## src/rtl/seven_seg_pkg.sv

```systemverilog
// ---------------------------------------------------------------------------
// seven_seg_pkg
//   Shared definitions for the seven-segment scan controller:
//   - SEG_W        : width of the segment bus
//   - BLANK, ZERO..NINE : segment patterns in {a,b,c,d,e,f,g} order, active-high
//   - slot_state_t : per-slot phase (anti-ghost GAP, then SHOW)
// ---------------------------------------------------------------------------
package seven_seg_pkg;

    localparam int SEG_W = 7;

    localparam logic [SEG_W-1:0] BLANK = 7'b000_0000;
    localparam logic [SEG_W-1:0] ZERO  = 7'b111_1110;
    localparam logic [SEG_W-1:0] ONE   = 7'b011_0000;
    localparam logic [SEG_W-1:0] TWO   = 7'b110_1101;
    localparam logic [SEG_W-1:0] THREE = 7'b111_1001;
    localparam logic [SEG_W-1:0] FOUR  = 7'b011_0011;
    localparam logic [SEG_W-1:0] FIVE  = 7'b101_1011;
    localparam logic [SEG_W-1:0] SIX   = 7'b001_1111;
    localparam logic [SEG_W-1:0] SEVEN = 7'b111_0000;
    localparam logic [SEG_W-1:0] EIGHT = 7'b111_1111;
    localparam logic [SEG_W-1:0] NINE  = 7'b111_1011;

    typedef enum logic {
        GAP  = 1'b0,
        SHOW = 1'b1
    } slot_state_t;

endpackage : seven_seg_pkg

```

## src/rtl/seven_seg_decoder.sv

```systemverilog
// ---------------------------------------------------------------------------
// seven_seg_decoder
//   Combinational BCD to seven-segment decoder. Codes 10..15 are not valid
//   BCD and decode to BLANK.
// Ports:
//   bcd  in  4      BCD digit
//   seg  out SEG_W  segments {a,b,c,d,e,f,g}, active-high
// ---------------------------------------------------------------------------
module seven_seg_decoder
    import seven_seg_pkg::*;
(
    input  logic [3:0]       bcd,
    output logic [SEG_W-1:0] seg
);

    always_comb begin
        seg = BLANK;
        case (bcd)
            4'd0:    seg = ZERO;
            4'd1:    seg = ONE;
            4'd2:    seg = TWO;
            4'd3:    seg = THREE;
            4'd4:    seg = FOUR;
            4'd5:    seg = FIVE;
            4'd6:    seg = SIX;
            4'd7:    seg = SEVEN;
            4'd8:    seg = EIGHT;
            4'd9:    seg = NINE;
            default: seg = BLANK;
        endcase
    end

endmodule : seven_seg_decoder

```

## src/rtl/seven_seg_scan_ctrl.sv

```systemverilog
// ---------------------------------------------------------------------------
// seven_seg_scan_ctrl
//   Time-multiplexed scan controller for an N-digit common-bus seven-segment
//   display. Each digit slot lasts REFRESH_DIV cycles and begins with
//   GHOST_CYCLES blank cycles so the previous digit's segments cannot ghost
//   onto the next digit. Values arrive through a Load/Ready handshake into a
//   one-deep pending buffer and are promoted to the displayed (active) value
//   only at frame boundaries, so a frame never mixes old and new digits.
//
// Ports:
//   clk      in   1             clock, rising edge
//   rst      in   1             asynchronous active-high reset
//   Load     in   1             capture request, accepted when Load && Ready
//   Value    in   4*NUM_DIGITS  packed BCD, digit k = Value[4k+3:4k]
//   LzbEn    in   1             leading-zero blanking enable (sampled every cycle)
//   Ready    out  1             pending buffer empty
//   Display  out  SEG_W         segment bus {a..g}, active-high, registered
//   DigitEn  out  NUM_DIGITS    one-hot digit enable, registered, 0 in gaps
// ---------------------------------------------------------------------------
module seven_seg_scan_ctrl
    import seven_seg_pkg::*;
#(
    parameter int NUM_DIGITS   = 4,
    parameter int REFRESH_DIV  = 1000,
    parameter int GHOST_CYCLES = 2
) (
    input  logic                    clk,
    input  logic                    rst,
    input  logic                    Load,
    input  logic [4*NUM_DIGITS-1:0] Value,
    input  logic                    LzbEn,
    output logic                    Ready,
    output logic [SEG_W-1:0]        Display,
    output logic [NUM_DIGITS-1:0]   DigitEn
);

    localparam int DATA_W = 4 * NUM_DIGITS;
    localparam int CNT_W  = (REFRESH_DIV > 1) ? $clog2(REFRESH_DIV) : 1;
    localparam int IDX_W  = (NUM_DIGITS > 1) ? $clog2(NUM_DIGITS) : 1;

    localparam logic [CNT_W-1:0] CNT_LAST = CNT_W'(REFRESH_DIV - 1);
    localparam logic [IDX_W-1:0] IDX_LAST = IDX_W'(NUM_DIGITS - 1);
    // Last gap cycle; only meaningful when GHOST_CYCLES > 0.
    localparam logic [CNT_W-1:0] GAP_LAST = CNT_W'((GHOST_CYCLES > 0) ? GHOST_CYCLES - 1 : 0);
    // With no gap configured, every cycle of a slot is a SHOW cycle.
    localparam slot_state_t STATE_RST = (GHOST_CYCLES > 0) ? GAP : SHOW;

    // -----------------------------------------------------------------------
    // State
    // -----------------------------------------------------------------------
    logic [CNT_W-1:0]      cnt_reg,           cnt_next;
    logic [IDX_W-1:0]      idx_reg,           idx_next;
    slot_state_t           state_reg,         state_next;
    logic [DATA_W-1:0]     active_reg,        active_next;
    logic [DATA_W-1:0]     pending_reg,       pending_next;
    logic                  pending_valid_reg, pending_valid_next;
    logic [SEG_W-1:0]      display_reg,       display_next;
    logic [NUM_DIGITS-1:0] digit_en_reg,      digit_en_next;

    logic slot_end;
    logic frame_end;
    logic accept;

    assign Ready   = ~pending_valid_reg;
    assign Display = display_reg;
    assign DigitEn = digit_en_reg;

    assign accept    = Load && Ready;
    assign slot_end  = (cnt_reg == CNT_LAST);
    assign frame_end = slot_end && (idx_reg == IDX_LAST);

    // -----------------------------------------------------------------------
    // Slot / digit counters
    // -----------------------------------------------------------------------
    always_comb begin
        cnt_next = cnt_reg + 1'b1;
        idx_next = idx_reg;
        if (slot_end) begin
            cnt_next = '0;
            idx_next = (idx_reg == IDX_LAST) ? '0 : idx_reg + 1'b1;
        end
    end

    // -----------------------------------------------------------------------
    // GAP/SHOW phase FSM
    // -----------------------------------------------------------------------
    always_comb begin
        state_next = state_reg;
        case (state_reg)
            GAP: begin
                if (cnt_reg == GAP_LAST) begin
                    state_next = SHOW;
                end
            end
            SHOW: begin
                if (slot_end) begin
                    state_next = STATE_RST;
                end
            end
            default: state_next = STATE_RST;
        endcase
    end

    // -----------------------------------------------------------------------
    // Pending / active value handling
    //   A value loaded exactly on the frame-boundary edge with an empty
    //   pending buffer skips the buffer and is shown from the new frame.
    // -----------------------------------------------------------------------
    always_comb begin
        active_next        = active_reg;
        pending_next       = pending_reg;
        pending_valid_next = pending_valid_reg;
        if (frame_end) begin
            if (pending_valid_reg) begin
                active_next        = pending_reg;
                pending_valid_next = 1'b0;
            end else if (accept) begin
                active_next = Value;
            end
        end else if (accept) begin
            pending_next       = Value;
            pending_valid_next = 1'b1;
        end
    end

    // -----------------------------------------------------------------------
    // Digit extraction, leading-zero mask and one-hot select, all evaluated
    // on the next-cycle value so the output registers line up with cnt/idx.
    // -----------------------------------------------------------------------
    logic [3:0]            digit_val [NUM_DIGITS];
    logic [NUM_DIGITS-1:0] digit_zero;
    logic [NUM_DIGITS-1:0] blank_mask;
    logic [NUM_DIGITS-1:0] onehot_next;

    for (genvar gi = 0; gi < NUM_DIGITS; gi++) begin : g_digit
        assign digit_val[gi]   = active_next[4*gi +: 4];
        // Codes 10..15 are non-zero, so they stop leading-zero blanking.
        assign digit_zero[gi]  = (digit_val[gi] == 4'h0);
        assign onehot_next[gi] = (idx_next == IDX_W'(gi));
        if (gi == 0) begin : g_lsd
            // The least significant digit always shows, even for a zero value.
            assign blank_mask[gi] = 1'b0;
        end else begin : g_upper
            assign blank_mask[gi] = LzbEn && (&digit_zero[NUM_DIGITS-1:gi]);
        end
    end

    logic [3:0]       sel_digit;
    logic             sel_blank;
    logic [SEG_W-1:0] dec_seg;

    always_comb begin
        sel_digit = 4'h0;
        sel_blank = 1'b0;
        for (int k = 0; k < NUM_DIGITS; k++) begin
            if (onehot_next[k]) begin
                sel_digit = digit_val[k];
                sel_blank = blank_mask[k];
            end
        end
    end

    seven_seg_decoder u_decoder (
        .bcd (sel_digit),
        .seg (dec_seg)
    );

    always_comb begin
        display_next  = BLANK;
        digit_en_next = '0;
        if (state_next == SHOW) begin
            // Blanked digits keep their enable so scan timing stays uniform.
            digit_en_next = onehot_next;
            display_next  = sel_blank ? BLANK : dec_seg;
        end
    end

    // -----------------------------------------------------------------------
    // Registers
    // -----------------------------------------------------------------------
    always_ff @(posedge clk or posedge rst) begin
        if (rst) begin
            cnt_reg           <= '0;
            idx_reg           <= '0;
            state_reg         <= STATE_RST;
            active_reg        <= '0;
            pending_reg       <= '0;
            pending_valid_reg <= 1'b0;
            display_reg       <= BLANK;
            digit_en_reg      <= '0;
        end else begin
            cnt_reg           <= cnt_next;
            idx_reg           <= idx_next;
            state_reg         <= state_next;
            active_reg        <= active_next;
            pending_reg       <= pending_next;
            pending_valid_reg <= pending_valid_next;
            display_reg       <= display_next;
            digit_en_reg      <= digit_en_next;
        end
    end

endmodule : seven_seg_scan_ctrl

```

## config.mk

```make
export PLATFORM = sky130hd
export DESIGN_NAME = seven_seg_scan_ctrl
export DESIGN_NICKNAME = d
export VERILOG_FILES = /design/src/rtl/seven_seg_pkg.sv /design/src/rtl/seven_seg_decoder.sv /design/src/rtl/seven_seg_scan_ctrl.sv
export SDC_FILE = /design/constraint.sdc
export NUM_CORES = 1
export LEC_CHECK = 0
export BUFFER_PORTS_ARGS = -buffer_cell sky130_fd_sc_hd__clkbuf_2
export CORE_UTILIZATION = 40
export CTS_BUF_LIST = sky130_fd_sc_hd__clkbuf_4
export DETAILED_ROUTE_END_ITERATION = 10
export SLEW_MARGIN = 5
export SYNTH_ARGS = -nofsm -noshare
export SYNTH_HDL_FRONTEND = slang
export SYNTH_HIERARCHICAL = 1
export SYNTH_SLANG_ARGS = --single-unit
```

## constraint.sdc

```tcl
create_clock -name clk -period 8.75 [get_ports clk]
set_input_delay 0.875 -clock clk [delete_from_list [all_inputs] [get_ports clk]]
set_output_delay 0.875 -clock clk [all_outputs]
set_load 0.02 [all_outputs]
```

**Word level (Yosys, flattened, before mapping)**

Memory sizes are Yosys's and may differ from the RTL's.
Cells that the tools add are included.

- Register bits: 57
- Bits in latches: 0
- Bits in writable memories: 0
- Memory bits (read-only): 112
- Input bits: 20
- Logic and storage cells: 54
- Memories: 1

- Add/subtract/negate cells: 2
- Multiply operators: 0
- Div/mod/pow operators: 0
- $lt $le $gt $ge: 0
- Equality and inequality tests: 6
- Shift-type cells: 0
- Mux-type cells: 21
- Bitwise operators: 3
- Reductions and logical operators: 13

Memories:

| memory | depth | width | rd ports | clocked after Yosys merged registers in | wr ports | RTL line | text |
|---|---|---|---|---|---|---|---|
| (no name shown) | 16 | 7 | 1 | 0 | 0 | seven_seg_decoder.sv:18 | `case (bcd)` |

Operators by type and width:

| kind | number |
|---|---|
| $mux W16 | 3 |
| $mux W4 | 5 |
| $mux W7 | 2 |
| $logic_not A4 Y1 | 3 |
| $add A10 B1 Y10 const B | 1 |
| $eq A10 B1 Y1 const B | 1 |
| $eq A10 B10 Y1 const B | 1 |
| $mux W10 | 1 |
| $mux W1 | 7 |
| $eq A2 B2 Y1 const B | 3 |
| $logic_and A1 B1 Y1 | 5 |
| $mux W2 | 2 |
| $reduce_and A2 Y1 | 2 |
| $not A1 Y1 | 3 |
| $reduce_and A3 Y1 | 1 |
| $add A2 B1 Y2 const B | 1 |
| $eq A2 B1 Y1 const B | 1 |
| $logic_not A2 Y1 | 1 |
| $pmux W1 S2 | 1 |
| $reduce_bool A2 Y1 | 1 |

**Depth between registers and ports, before layout**

Gate-level depths: netlist of the first run.

- Word-level depth: 13
- Mapped depth: 16
- Depth with buffers taken out: 14

**By module**

The synthesis of the first run kept the hierarchy.

By module, submodules not included:

| module | times used | cells an instance | area an instance (um^2) | sequential area each (um^2) |
|---|---|---|---|---|
| seven_seg_scan_ctrl | 1 | 243 | 2753.9 | 1426.4 |
| seven_seg_decoder | 1 | 27 | 202.7 | 0.0 |

**Least setup slack after synthesis of the first run**

OpenSTA, ideal clock, no wires.

- Kind: input to register
- Start: input port Load
- End: register display_reg[6], in the netlist Display[6]
- Arrival time: 3192 ps
- Required time: 8668 ps
- Path slack: 5476 ps
- Cell stages on the path: 14
- Buffers on the path: 2
- Cell sequence: nor2b_1 -> clkbuf_1 -> clkbuf_1 -> a32oi_1 -> nand3_1 -> mux2i_1 -> mux2i_1 -> inv_1 -> ha_1 -> or2_1 -> a21oi_2 -> a21o_1 -> inv_1 -> a31oi_1

RTL lines:

| item | RTL line | text |
|---|---|---|
| start: declaration | seven_seg_scan_ctrl.sv:29 | `input logic Load,` |
| $logic_and A1 B1 Y1 | seven_seg_scan_ctrl.sv:68 | `assign accept = Load && Ready;` |
| $mux W16 | seven_seg_scan_ctrl.sv:117 | `end else if (accept) begin` |
| $mux W16 | seven_seg_scan_ctrl.sv:114 | `if (pending_valid_reg) begin` |
| $mux W16 | seven_seg_scan_ctrl.sv:113 | `if (frame_end) begin` |
| via active_next[9] | seven_seg_scan_ctrl.sv:54 | `logic [DATA_W-1:0] active_reg, active_next;` |
| $mux W4 (2 in a row) | seven_seg_scan_ctrl.sv:156 | `if (onehot_next[k]) begin` |
| via sel_digit[1] | seven_seg_scan_ctrl.sv:148 | `logic [3:0] sel_digit;` |
| $mem_v2 Z16 W7 | - |  |
| via dec_seg[6] | seven_seg_scan_ctrl.sv:150 | `logic [SEG_W-1:0] dec_seg;` |
| $mux W7 | seven_seg_scan_ctrl.sv:174 | `display_next = sel_blank ? BLANK : dec_seg;` |
| $mux W7 | seven_seg_scan_ctrl.sv:171 | `if (state_next == SHOW) begin` |
| via display_next[6] | seven_seg_scan_ctrl.sv:57 | `logic [SEG_W-1:0] display_reg, display_next;` |
| end signal: assignment | seven_seg_scan_ctrl.sv:198 | `display_reg <= display_next;` |
| end: declaration | seven_seg_scan_ctrl.sv:57 |  |

The timed path passes the listed nets, and every way through them passes these cells.
A chain may end at the register's enable or synchronous reset.

**Worst setup path after layout of the first run**

- Start: register cnt_reg[5]
- End: register display_reg[6], in the netlist Display[6]

RTL lines:

| item | RTL line | text |
|---|---|---|
| start: declaration | seven_seg_scan_ctrl.sv:51 | `logic [CNT_W-1:0] cnt_reg, cnt_next;` |
| start signal: assignment | seven_seg_scan_ctrl.sv:192 | `cnt_reg <= cnt_next;` |
| $eq A10 B10 Y1 | seven_seg_scan_ctrl.sv:69 | `assign slot_end = (cnt_reg == CNT_LAST);` |
| $logic_and A1 B1 Y1 | seven_seg_scan_ctrl.sv:70 | `assign frame_end = slot_end && (idx_reg == IDX_LAST);` |
| $mux W16 | seven_seg_scan_ctrl.sv:113 |  |
| via active_next[13] | seven_seg_scan_ctrl.sv:54 |  |
| $mux W4 | seven_seg_scan_ctrl.sv:156 |  |
| via sel_digit[1] | seven_seg_scan_ctrl.sv:148 |  |
| $mem_v2 Z16 W7 | - |  |
| via dec_seg[6] | seven_seg_scan_ctrl.sv:150 |  |
| $mux W7 | seven_seg_scan_ctrl.sv:174 |  |
| $mux W7 | seven_seg_scan_ctrl.sv:171 |  |
| via display_next[6] | seven_seg_scan_ctrl.sv:57 |  |

The timed path passes the listed nets, and every way through them passes these cells.

==> summary.txt, run 1 <==
Status
  • Run status: complete, no violations

Synth
  • Adder and majority cell fraction of the synthesized area: 3.39%
  • Number of distinct library cells after synthesis: 52
  • Simple-gate area share of the yosys netlist: 13.0%
  • Number of register bits inferred by synthesis: 57
  • Post-Synth XOR/XNOR Area: 2.07%
  • Synth warn: 6
  • Fraction of synthesized cell area taken by the top area cell type: 48.2%
  • Synthesized netlist net count: 298
  • Async S/R FF share, synth: 100%
  • EDFF count, synth: 0
  • Library cell with the highest instance count after synthesis: sky130_fd_sc_hd__dfrtp_1
  • Netlist Area Pre-Place: 2960 µm²
  • Top cells by area, synth: sky130_fd_sc_hd__dfrtp_1 48%, sky130_fd_sc_hd__mux2_1 3.8%, sky130_fd_sc_hd__ha_1 3.4%
  • Top cells by count, synth: 57 x sky130_fd_sc_hd__dfrtp_1, 19 x sky130_fd_sc_hd__nand2_1, 18 x sky130_fd_sc_hd__inv_1, 15 x sky130_fd_sc_hd__nor2_1, 13 x sky130_fd_sc_hd__o21ai_0
  • Average instance area after synthesis: 11.0 µm²
  • Cell count after synthesis: 270
  • Post-synthesis sequential area ratio: 48.2%
  • Post-synthesis compound-gate area fraction: 18.5%
  • Mux cell area share after synthesis: 9.06%
  • Top FF cell, synth: sky130_fd_sc_hd__dfrtp_1
  • Dominant combinational cell family by area after synthesis: compound AO/OA/AOI/OAI gates
  • Cell type with the highest aggregate area in the netlist: sky130_fd_sc_hd__dfrtp_1

Placement
  • Worst setup slack before clock tree synthesis: 5.19 ns
  • DP HPWL: 4230 µm
  • Number of cells in the design after placement: 385
  • Global placement routability congestion: 0.773
  • Cell area after placement: 3160 µm²
  • Port-buffer cells: 31

STA
  • Final-report hold violation count: 0
  • Min Hold Slack: 0.495 ns
  • Relative slew margins: 44.5%
  • Shortest clock period the worst path allows after layout: 3.53 ns
  • Total count of max-transition violations in the final report: 0
  • Setup violation total in the final timing report: 0
  • Worst-case setup margin in the final layout: 5.22 ns
  • Fmax achieved: 283 MHz
  • Actual transition at the worst max-transition pin: 0.816 ns
  • Worst clock skew: 0.0111 ns
  • Fraction of the cycle the final worst path needs: 40.4%
  • RSZ-0062 raised after global routing: no
  • Final total negative setup slack: 0 ns

Setup path
  • Worst endpoint required time: 9.08 ns
  • Launch instance of the worst register-to-register path: cnt_reg[5]
  • Crit-path max FO: 10
  • Launching element of the worst setup path: cnt_reg[5]
  • Crit path capture type: flop
  • Arrival time at the worst endpoint: 3.86 ns
  • CP startpoint kind: flop
  • Setup CP Type: reg2reg
  • Reg-to-reg setup timing slack: 5.22 ns

Layout
  • Final cell area excluding filler cells: 3260 µm²
  • Layout Area Growth over Synthesis: 10.3%
  • Antenna diode count: 0
  • Share of post-route cells with drive strength above 1: 23.6%
  • Layout Nets: 328
  • Filler-free cell count of the finished design: 401
  • Layout filler cell count: 698
  • Final Core Density: 46.7%

Floorplanning
  • Die outline height: 88.0 µm
  • Effective utilization at floorplan: 42.3%
  • Top-level port count: 32
  • Horizontal die dimension: 88.0 µm
  • Floorplan die area: 7740 µm²
  • Total core area: 6980 µm²
  • Number of core rows: 30

Detailed routing
  • Remaining design rule violation count: 0
  • Number of routed nets with antenna violations: 0
  • Routed wire length: 6030 µm
  • Detail-routed via count per cell: 5.22
  • Iteration count of the initial detailed-routing pass: 4
  • Total via count in the routed design: 2095
  • Iter 0 DRT Violations: 70
  • Wire length per cell: 15.0 µm

Clock network
  • Worst skew pair latency: 0.41 ns
  • Count of buffers added by post-CTS timing repair for setup: 0
  • Root buffer cell: sky130_fd_sc_hd__clkbuf_4
  • Clk slew on worst S/H paths: 0.09 ns
  • Num CTS Buffers: 9
  • CTS hold repair buffers: 0
  • CTS H-tree lvls: 3
  • TritonCTS clock tree: yes
  • Count of cells resized by post-cts repair: 0
  • Max Root-Sink Buffers: 2
  • Sink Count: 57

Global routing
  • Antenna violations before repair: 0
  • Number of global-route vias before repair: 2176
  • Maximum number of pins on one net before global-route repair: 58
  • First-pass GRT wire length: 10500 µm
  • Residual overflow from global routing: 0
  • Overall global routing resource usage: 18.3%

Hold path
  • Worst min-delay path startpoint: pending_reg[9]
  • Type of the worst min-delay path: reg2reg

Run
  • Number of maximum-capacitance violations: 0

Power and ir drop
  • Cell leakage power: 1.59 nW
  • PD cells: 149 nW/µm²
  • Total Power: 486 µW
  • Peak supply drop: 0.0630 mV
cell usage in the layout, fill, tap and decap left out, drive strengths merged:
master	count
a211oi	1
a21bo	1
a21o	3
a21oi	4
a22o	2
a22oi	11
a31oi	8
a32oi	6
and2	4
and3	1
and4	2
and4bb	1
buf	3
clkbuf	41
clkinv	6
dfrtp	57
ha	8
inv	20
mux2	16
mux2i	8
nand2	21
nand2b	4
nand3	10
nand4	2
nand4b	1
nor2	15
nor2b	4
nor3	3
nor3b	1
nor4	1
nor4b	1
o211ai	4
o21a	2
o21ai	17
o22ai	4
o311ai	1
o41ai	3
or2	1
xnor2	3
xor2	4
worst max-delay path, cell delays in order, from the launching register on:
cell and delay (ns):
sky130_fd_sc_hd__dfrtp_1 0.45, sky130_fd_sc_hd__and4_1 0.36, sky130_fd_sc_hd__and3_1 0.38, sky130_fd_sc_hd__nand2_2 0.21, sky130_fd_sc_hd__o21ai_1 0.42, sky130_fd_sc_hd__mux2i_1 0.13
sky130_fd_sc_hd__mux2i_1 0.49, sky130_fd_sc_hd__inv_1 0.15, sky130_fd_sc_hd__ha_1 0.21, sky130_fd_sc_hd__or2_1 0.23, sky130_fd_sc_hd__a21oi_2 0.16, sky130_fd_sc_hd__a21o_1 0.11
sky130_fd_sc_hd__inv_1 0.04, sky130_fd_sc_hd__a31oi_1 0.12
cell type report:
| class | count | area [µm²] | area share [%] |
|---|---|---|---|
| sequential | 57 | 1430 | 43.7 |
| clock buffer | 10 | 75.1 | 2.30 |
| inverter | 20 | 75.1 | 2.30 |
| timing repair buffer | 34 | 178 | 5.45 |
| multi-input combinational | 178 | 1360 | 41.7 |
| clock inverter | 6 | 25.0 | 0.767 |
| tap | 96 | 120 | 3.68 |
layer usage:
metal	routed length, µm	track usage [%]
met3	181	3.39
met5	0	0
met1	2870	23.1
met2	2840	29.6
met4	140	9.84
where the power goes:
group	leakage, nW	total, mW	switching [mW]	internal, mW
combinational	0.849	0.0502	0.0281	0.0220
clock	0.0601	0.153	0.0961	0.0569
sequential	0.686	0.283	0.00565	0.277
final timing paths:
| path | endpoint | depth (start not counted) |
|---|---|---|
| max | Display[6] | 13 |
| min | pending_reg[9] | 1 |
| max reg2reg | Display[6] | 13 |
| min reg2reg | pending_reg[9] | 1 |
| max in group asynchronous | pending_reg[2] | 3 |
| min in group asynchronous | Display[3] | 3 |
cells by family (layout without fill, tap and decap cells):
logic type / Yosys count / in the layout
compound gates: 67 / 67
xor+xnor: 7 / 7
fa+ha+maj: 8 / 8
buf+inv: 35 / 70
flops: 57 / 57
mux: 24 / 24
simple gates: 72 / 72
Note: power is estimated with default switching activity, not from simulation.
==> run 2, diff against run 1 <==
==> constraint.sdc (replaced) <==
create_clock -name clk -period 3.2 [get_ports clk]
set_input_delay 0.32 -clock clk [delete_from_list [all_inputs] [get_ports clk]]
set_output_delay 0.32 -clock clk [all_outputs]
set_load 0.02 [all_outputs]
==> summary.txt, run 2 (synthesis results as in run 1) <==
Status
  • Run status: complete, no violations (unchanged)

Power and ir drop
  • PD cells: 421 nW/µm² (was 149 nW/µm²)
  • Total Power: 1.42 mW (was 486 µW)
  • Cell leakage power: 1.65 nW (was 1.59 nW)
  • Peak supply drop: 0.262 mV (was 0.0630 mV)

Floorplanning
  • Effective utilization at floorplan: 42.3% (unchanged)
  • Die outline height: 88.0 µm (unchanged)
  • Horizontal die dimension: 88.0 µm (unchanged)
  • Total core area: 6980 µm² (unchanged)
  • Top-level port count: 32 (unchanged)
  • Floorplan die area: 7740 µm² (unchanged)
  • Number of core rows: 30 (unchanged)

Clock network
  • Num CTS Buffers: 9 (unchanged)
  • Clk slew on worst S/H paths: 0.10 ns (was 0.09 ns)
  • TritonCTS clock tree: yes (unchanged)
  • Sink Count: 57 (unchanged)
  • Worst skew pair latency: 0.42 ns (was 0.41 ns)
  • CTS H-tree lvls: 3 (unchanged)
  • Max Root-Sink Buffers: 2 (unchanged)
  • Root buffer cell: sky130_fd_sc_hd__clkbuf_4 (unchanged)
  • Count of buffers added by post-CTS timing repair for setup: 0 (unchanged)

Setup path
  • Worst Reg2Reg Path Length in Cells: 13 (unchanged)
  • Cell Chain, Critical Path: and4_1 -> and3_1 -> nand2_2 -> o21ai_1 -> mux2i_1 -> mux2i_1 -> inv_1 -> ha_1 -> or2_1 -> a21oi_2 -> a21o_1 -> inv_1 -> a31oi_1 (unchanged)
  • Worst setup path endpoint: Display[6] (unchanged)
  • Worst endpoint required time: 3.53 ns (was 9.08 ns)
  • Crit path max-delay cell type: sky130_fd_sc_hd__dfrtp_1 (was sky130_fd_sc_hd__mux2i_1)
  • CP startpoint kind: flop (unchanged)
  • Launch instance of the worst register-to-register path: cnt_reg[5] (unchanged)
  • Longest individual stage delay on the worst path: 0.44 ns (was 0.49 ns)
  • Reg-to-reg setup timing slack: 0.17 ns (was 5.22 ns)
  • Arrival time at the worst endpoint: 3.36 ns (was 3.86 ns)
  • Launching element of the worst setup path: cnt_reg[5] (unchanged)
  • Crit path capture type: flop (unchanged)
  • Worst r2r dst: Display[6] (unchanged)
  • Setup CP Type: reg2reg (unchanged)
  • Crit-path max FO: 10 (unchanged)

Global routing
  • Busiest metal layer after global routing: met2 (unchanged)
  • First-pass GRT wire length: 10600 µm (was 10500 µm)
  • Global-route track usage on met1: 24.0% (was 23.1%)
  • Number of global-route vias before repair: 2169 (was 2176)
  • Residual overflow from global routing: 0 (unchanged)
  • Overall global routing resource usage: 18.7% (was 18.3%)
  • GR met3 Demand/Resource: 2.92% (was 3.39%)
  • M2 GR Usage: 29.9% (was 29.6%)
  • Maximum number of pins on one net before global-route repair: 38 (was 58)
  • Antenna violations before repair: 0 (unchanged)

Placement
  • Number of cells in the design after placement: 394 (was 385)
  • Port-buffer cells: 31 (unchanged)
  • DP HPWL: 4640 µm (was 4230 µm)
  • Global placement routability congestion: 0.868 (was 0.773)
  • Worst setup slack before clock tree synthesis: 0.220 ns (was 5.19 ns)

Layout
  • Layout Area Growth over Synthesis: 14.4% (was 10.3%)
  • Filler-free cell count of the finished design: 411 (was 401)
  • Commonest cells after routing, fill and taps aside: 57 x sky130_fd_sc_hd__dfrtp_1, 31 x sky130_fd_sc_hd__clkbuf_2, 19 x sky130_fd_sc_hd__nand2_1 (unchanged)
  • Final Core Density: 48.5% (was 46.7%)
  • Leading cell type in the layout, fill and taps excluded: sky130_fd_sc_hd__dfrtp_1 (unchanged)
  • Share of post-route cells with drive strength above 1: 26.7% (was 23.6%)
  • Antenna diode count: 0 (unchanged)
  • Layout filler cell count: 704 (was 698)
  • Layout Nets: 338 (was 328)

STA
  • RSZ-0062 raised after global routing: no (unchanged)
  • Fmax achieved: 330 MHz (was 283 MHz)
  • Shortest clock period the worst path allows after layout: 3.03 ns (was 3.53 ns)
  • Setup violation total in the final timing report: 0 (unchanged)
  • Relative slew margins: 62.8% (was 44.5%)
  • Total count of max-transition violations in the final report: 0 (unchanged)
  • Worst clock skew: 0.0205 ns (was 0.0111 ns)
  • Fraction of the cycle the final worst path needs: 94.6% (was 40.4%)
  • Actual transition at the worst max-transition pin: 0.556 ns (was 0.816 ns)
  • Final-report hold violation count: 0 (unchanged)
  • Worst-case setup margin in the final layout: 0.173 ns (was 5.22 ns)
  • Final total negative setup slack: 0 ns (unchanged)

Detailed routing
  • Detail-routed via count per cell: 5.24 (was 5.22)
  • Wire length per cell: 15.5 µm (was 15.0 µm)
  • Remaining design rule violation count: 0 (unchanged)
  • Number of routed nets with antenna violations: 0 (unchanged)
  • Routed wire length: 6360 µm (was 6030 µm)
  • Iteration count of the initial detailed-routing pass: 4 (unchanged)
  • Iter 0 DRT Violations: 148 (was 70)
  • Total via count in the routed design: 2154 (was 2095)

Hold path
  • Type of the worst min-delay path: in2reg (was reg2reg)

Run
  • Number of maximum-capacitance violations: 0 (unchanged)
## run 2: cell types whose count changed in the layout (fill, tap and decap cells not counted), sizes merged
cell         change
dlygate4sd3      +1
bufinv           +1
clkbuf           -1
buf              +9
clkinv           -2
clkinvlp         +2
## run 2: worst min path at each step
stage	slack (ns)	to	depth (start not counted)	startpoint
2_1_floorplan	0.45	pending_reg[6]	1	pending_reg[6]
3_3_place_gp	0.33	Display[1]	2	rst
3_5_place_dp	0.33	DigitEn[1]	2	rst
4_1_cts	0.11	pending_reg[0]	2	Value[0]
5_1_grt	0.12	pending_reg[5]	2	Value[5]
6_report	0.13	pending_reg[0]	2	Value[0]
## run 2: stage by stage
step	area (µm²)	hold WS (ns)
after floorplan	2960	0.450
after global placement	3230	0.333
after detailed placement	3230	0.332
after CTS	3370	0.109
after global routing	3380	0.124
final	3380	0.131
## run 2: power by group
| group | total (mW) | leakage [nW] | switching [mW] | internal, mW |
|---|---|---|---|---|
| sequential | 0.772 | 0.686 | 0.0150 | 0.757 |
| clock | 0.508 | 0.0644 | 0.279 | 0.229 |
| combinational | 0.143 | 0.900 | 0.0798 | 0.0636 |
| total | 1.42 | 1.65 | 0.374 | 1.05 |
## run 2: area by class of cell
type | count | area (µm²) | share of cell area (%)
well taps | 96 | 120 | 3.55
inverters | 20 | 75.1 | 2.22
repair buffers | 44 | 255 | 7.54
multi-input cells | 178 | 1380 | 40.7
clock inverters | 7 | 61.3 | 1.81
clock buffers | 9 | 67.6 | 2.00
flip-flops and latches | 57 | 1430 | 42.2
## run 2: timing repair
item                                    in CTS  in global routing
hold buffers                                 1                  0
resized for setup                            0                  3
endpoints found under the hold margin       20                  0
endpoints found under the setup margin       0                  2
## run 2: layer usage
metal	vias to the layer above	wire length (µm)
met5	-	0
met4	0	161
met3	13	139
met2	29	2990
met1	1064	3070
li1	1048	-
## run 2: critical path, delay by kind of cell, from the launching register on
family / cells / cell delay, ns
flops: 1 / 0.44
fa+ha+maj: 1 / 0.19
mux: 2 / 0.39
simple gates: 4 / 0.99
buf+inv: 2 / 0.15
compound gates: 4 / 0.78
==> run 3, diff against run 2 <==
--- a/config.mk
+++ b/config.mk
@@ -6,9 +6,10 @@
 export NUM_CORES = 1
 export LEC_CHECK = 0
 export BUFFER_PORTS_ARGS = -buffer_cell sky130_fd_sc_hd__clkbuf_2
-export CORE_UTILIZATION = 40
+export CORE_UTILIZATION = 55
 export CTS_BUF_LIST = sky130_fd_sc_hd__clkbuf_4
 export DETAILED_ROUTE_END_ITERATION = 10
+export PLACE_DENSITY = 0.75
 export SLEW_MARGIN = 5
 export SYNTH_ARGS = -nofsm -noshare
 export SYNTH_HDL_FRONTEND = slang
==> constraint.sdc (replaced) <==
create_clock -name clk -period 3 [get_ports clk]
set_input_delay 0.3 -clock clk [delete_from_list [all_inputs] [get_ports clk]]
set_output_delay 0.3 -clock clk [all_outputs]
set_load 0.02 [all_outputs]
==> summary.txt, run 3 (synthesis results as in run 1) <==
Floorplanning
  • Floorplan die area: 5670 µm² (was 7740 µm²)
  • Number of core rows: 26 (was 30)
  • Horizontal die dimension: 75.3 µm (was 88.0 µm)
  • Effective utilization at floorplan: 57.5% (was 42.3%)
  • Top-level port count: 32 (unchanged)
  • Die outline height: 75.3 µm (was 88.0 µm)
  • Total core area: 5140 µm² (was 6980 µm²)

Placement
  • Port-buffer cells: 31 (unchanged)
  • Cell area after placement: 3210 µm² (was 3230 µm²)
  • Number of cells in the design after placement: 369 (was 394)
  • Worst setup slack before clock tree synthesis: 0.156 ns (was 0.220 ns)
  • DP HPWL: 4210 µm (was 4640 µm)
  • Global placement routability congestion: 0.843 (was 0.868)

Layout
  • Footprint of the multi-input gates: 1380 µm² (about the same)
  • Layout Area Growth over Synthesis: 13.3% (was 14.4%)
  • Layout filler cell count: 434 (was 704)
  • Register Area: 1430 µm² (unchanged)
  • Layout Nets: 341 (was 338)
  • Final cell area excluding filler cells: 3350 µm² (was 3380 µm²)
  • Leading cell type in the layout, fill and taps excluded: sky130_fd_sc_hd__dfrtp_1 (unchanged)
  • Share of post-route cells with drive strength above 1: 28.0% (was 26.7%)
  • Antenna diode count: 0 (unchanged)
  • Filler-free cell count of the finished design: 388 (was 411)
  • Commonest cells after routing, fill and taps aside: 57 x sky130_fd_sc_hd__dfrtp_1, 31 x sky130_fd_sc_hd__clkbuf_2, 19 x sky130_fd_sc_hd__nand2_1 (unchanged)

Setup path
  • Worst endpoint required time: 3.31 ns (was 3.53 ns)
  • Crit path max-delay cell type: sky130_fd_sc_hd__a31oi_1 (was sky130_fd_sc_hd__dfrtp_1)
  • Longest individual stage delay on the worst path: 0.53 ns (was 0.44 ns)
  • CP startpoint kind: flop (unchanged)
  • Setup CP Type: reg2reg (unchanged)
  • Crit-path max FO: 17 (was 10)
  • Cell Chain, Critical Path: and4bb_4 -> and4_4 -> a32oi_1 -> nand2_1 -> nand2_1 -> a31oi_1 -> nor2b_1 -> a21o_1 -> inv_1 -> a31oi_1 (was and4_1 -> and3_1 -> nand2_2 -> o21ai_1 -> mux2i_1 -> mux2i_1 -> inv_1 -> ha_1 -> or2_1 -> a21oi_2 -> a21o_1 -> inv_1 -> a31oi_1)
  • Buf+Inv Stages, Crit Path: 1 (was 2)
  • CP top delay family: simple AND/OR/NAND/NOR gates (unchanged)
  • Arrival time at the worst endpoint: 3.13 ns (was 3.36 ns)
  • Crit path capture type: flop (unchanged)

Power and ir drop
  • Cell leakage power: 1.66 nW (was 1.65 nW)
  • PD cells: 422 nW/µm² (was 421 nW/µm²)
  • Peak supply drop: 0.291 mV (was 0.262 mV)
  • Total Power: 1.41 mW (was 1.42 mW)

STA
  • Setup violation total in the final timing report: 0 (unchanged)
  • Fmax achieved: 355 MHz (was 330 MHz)
  • Final-report hold violation count: 0 (unchanged)
  • Actual transition at the worst max-transition pin: 0.622 ns (was 0.556 ns)
  • Fraction of the cycle the final worst path needs: 94.0% (was 94.6%)
  • Relative slew margins: 58.3% (was 62.8%)
  • Worst-case setup margin in the final layout: 0.180 ns (was 0.173 ns)
  • Shortest clock period the worst path allows after layout: 2.82 ns (was 3.03 ns)
  • Total count of max-transition violations in the final report: 0 (unchanged)
  • Worst clock skew: 0.0125 ns (was 0.0205 ns)

Global routing
  • Residual overflow from global routing: 0 (unchanged)
  • Global-route track usage on met1: 32.3% (was 24.0%)
  • Antenna violations before repair: 0 (unchanged)
  • M2 GR Usage: 36.0% (was 29.9%)
  • GR met3 Demand/Resource: 4.89% (was 2.92%)
  • Overall global routing resource usage: 23.7% (was 18.7%)
  • Busiest metal layer after global routing: met2 (unchanged)
  • First-pass GRT wire length: 9760 µm (was 10600 µm)
  • Number of global-route vias before repair: 2010 (was 2169)
  • Maximum number of pins on one net before global-route repair: 29 (was 38)

Detailed routing
  • Detail-routed via count per cell: 5.54 (was 5.24)
  • Routed wire length: 5890 µm (was 6360 µm)
  • Wire length per cell: 15.2 µm (was 15.5 µm)
  • Iter 0 DRT Violations: 105 (was 148)
  • Total via count in the routed design: 2148 (was 2154)
  • Remaining design rule violation count: 0 (unchanged)
  • Number of routed nets with antenna violations: 0 (unchanged)
  • Iteration count of the initial detailed-routing pass: 4 (unchanged)

Run
  • Number of maximum-capacitance violations: 0 (unchanged)

Status
  • Run status: complete, no violations (unchanged)

Clock network
  • Clk slew on worst S/H paths: 0.10 ns (about the same)
  • Root buffer cell: sky130_fd_sc_hd__clkbuf_4 (unchanged)
  • TritonCTS clock tree: yes (unchanged)
  • Worst skew pair latency: 0.39 ns (was 0.42 ns)
  • CTS H-tree lvls: 3 (unchanged)
  • Max Root-Sink Buffers: 2 (unchanged)
  • Sink Count: 57 (unchanged)
  • Num CTS Buffers: 9 (unchanged)

Hold path
  • Type of the worst min-delay path: in2reg (unchanged)
## run 3: final cells by class
cell class	count	share of cell area (%)
Sequential cell	57	42.6
Multi-Input combinational cell	178	41.2
Timing Repair Buffer	47	8.40
Tap cell	70	2.61
Clock buffer	10	2.24
Inverter	20	2.24
Clock inverter	6	0.747
## run 3: where the power goes
group / total, mW / internal (mW) / switching [mW]
clock: 0.436 / 0.166 / 0.269
combinational: 0.154 / 0.0707 / 0.0831
sequential: 0.823 / 0.808 / 0.0155
## run 3: repair_timing
action	4_1_cts	5_1_grt
gates resized for setup	0	8
setup endpoints to repair	0	7
hold endpoints to repair	26	0
hold buffers	1	0
setup buffers	0	2
## run 3: per-stage QoR
| stage | util, % | hold WS [ns] | TNS [ns] |
|---|---|---|---|
| after floorplan | - | 0.435 | 0 |
| after global placement | 62.4 | 0.371 | 0 |
| after detailed placement | 62.4 | 0.379 | 0 |
| after CTS | 64.5 | 0.124 | 0 |
| after global routing | 65.2 | 0.141 | -0.0294 |
| final | 65.2 | 0.130 | 0 |
## run 3: path summary, 6_finish.rpt
kind | start | end | depth (start not counted) | slack (ns)
setup / recovery | cnt_reg[3] | Display[6] | 10 | 0.18
hold reg to reg | pending_reg[6] | pending_reg[6] | 1 | 0.50
hold / removal | Value[0] | pending_reg[0] | 2 | 0.13
min in group asynchronous | rst | pending_reg[13] | 3 | 0.50
setup reg to reg | cnt_reg[3] | Display[6] | 10 | 0.18
max in group asynchronous | rst | pending_reg[10] | 4 | 1.85
## run 3: per-layer routing
metal | routed length, µm | share of wire (%) | vias up
li1 | - | - | 1053
met1 | 2750 | 47 | 1028
met2 | 2760 | 47 | 56
met3 | 259 | 4.4 | 11
met4 | 119 | 2.0 | 0
met5 | 0 | 0 | -
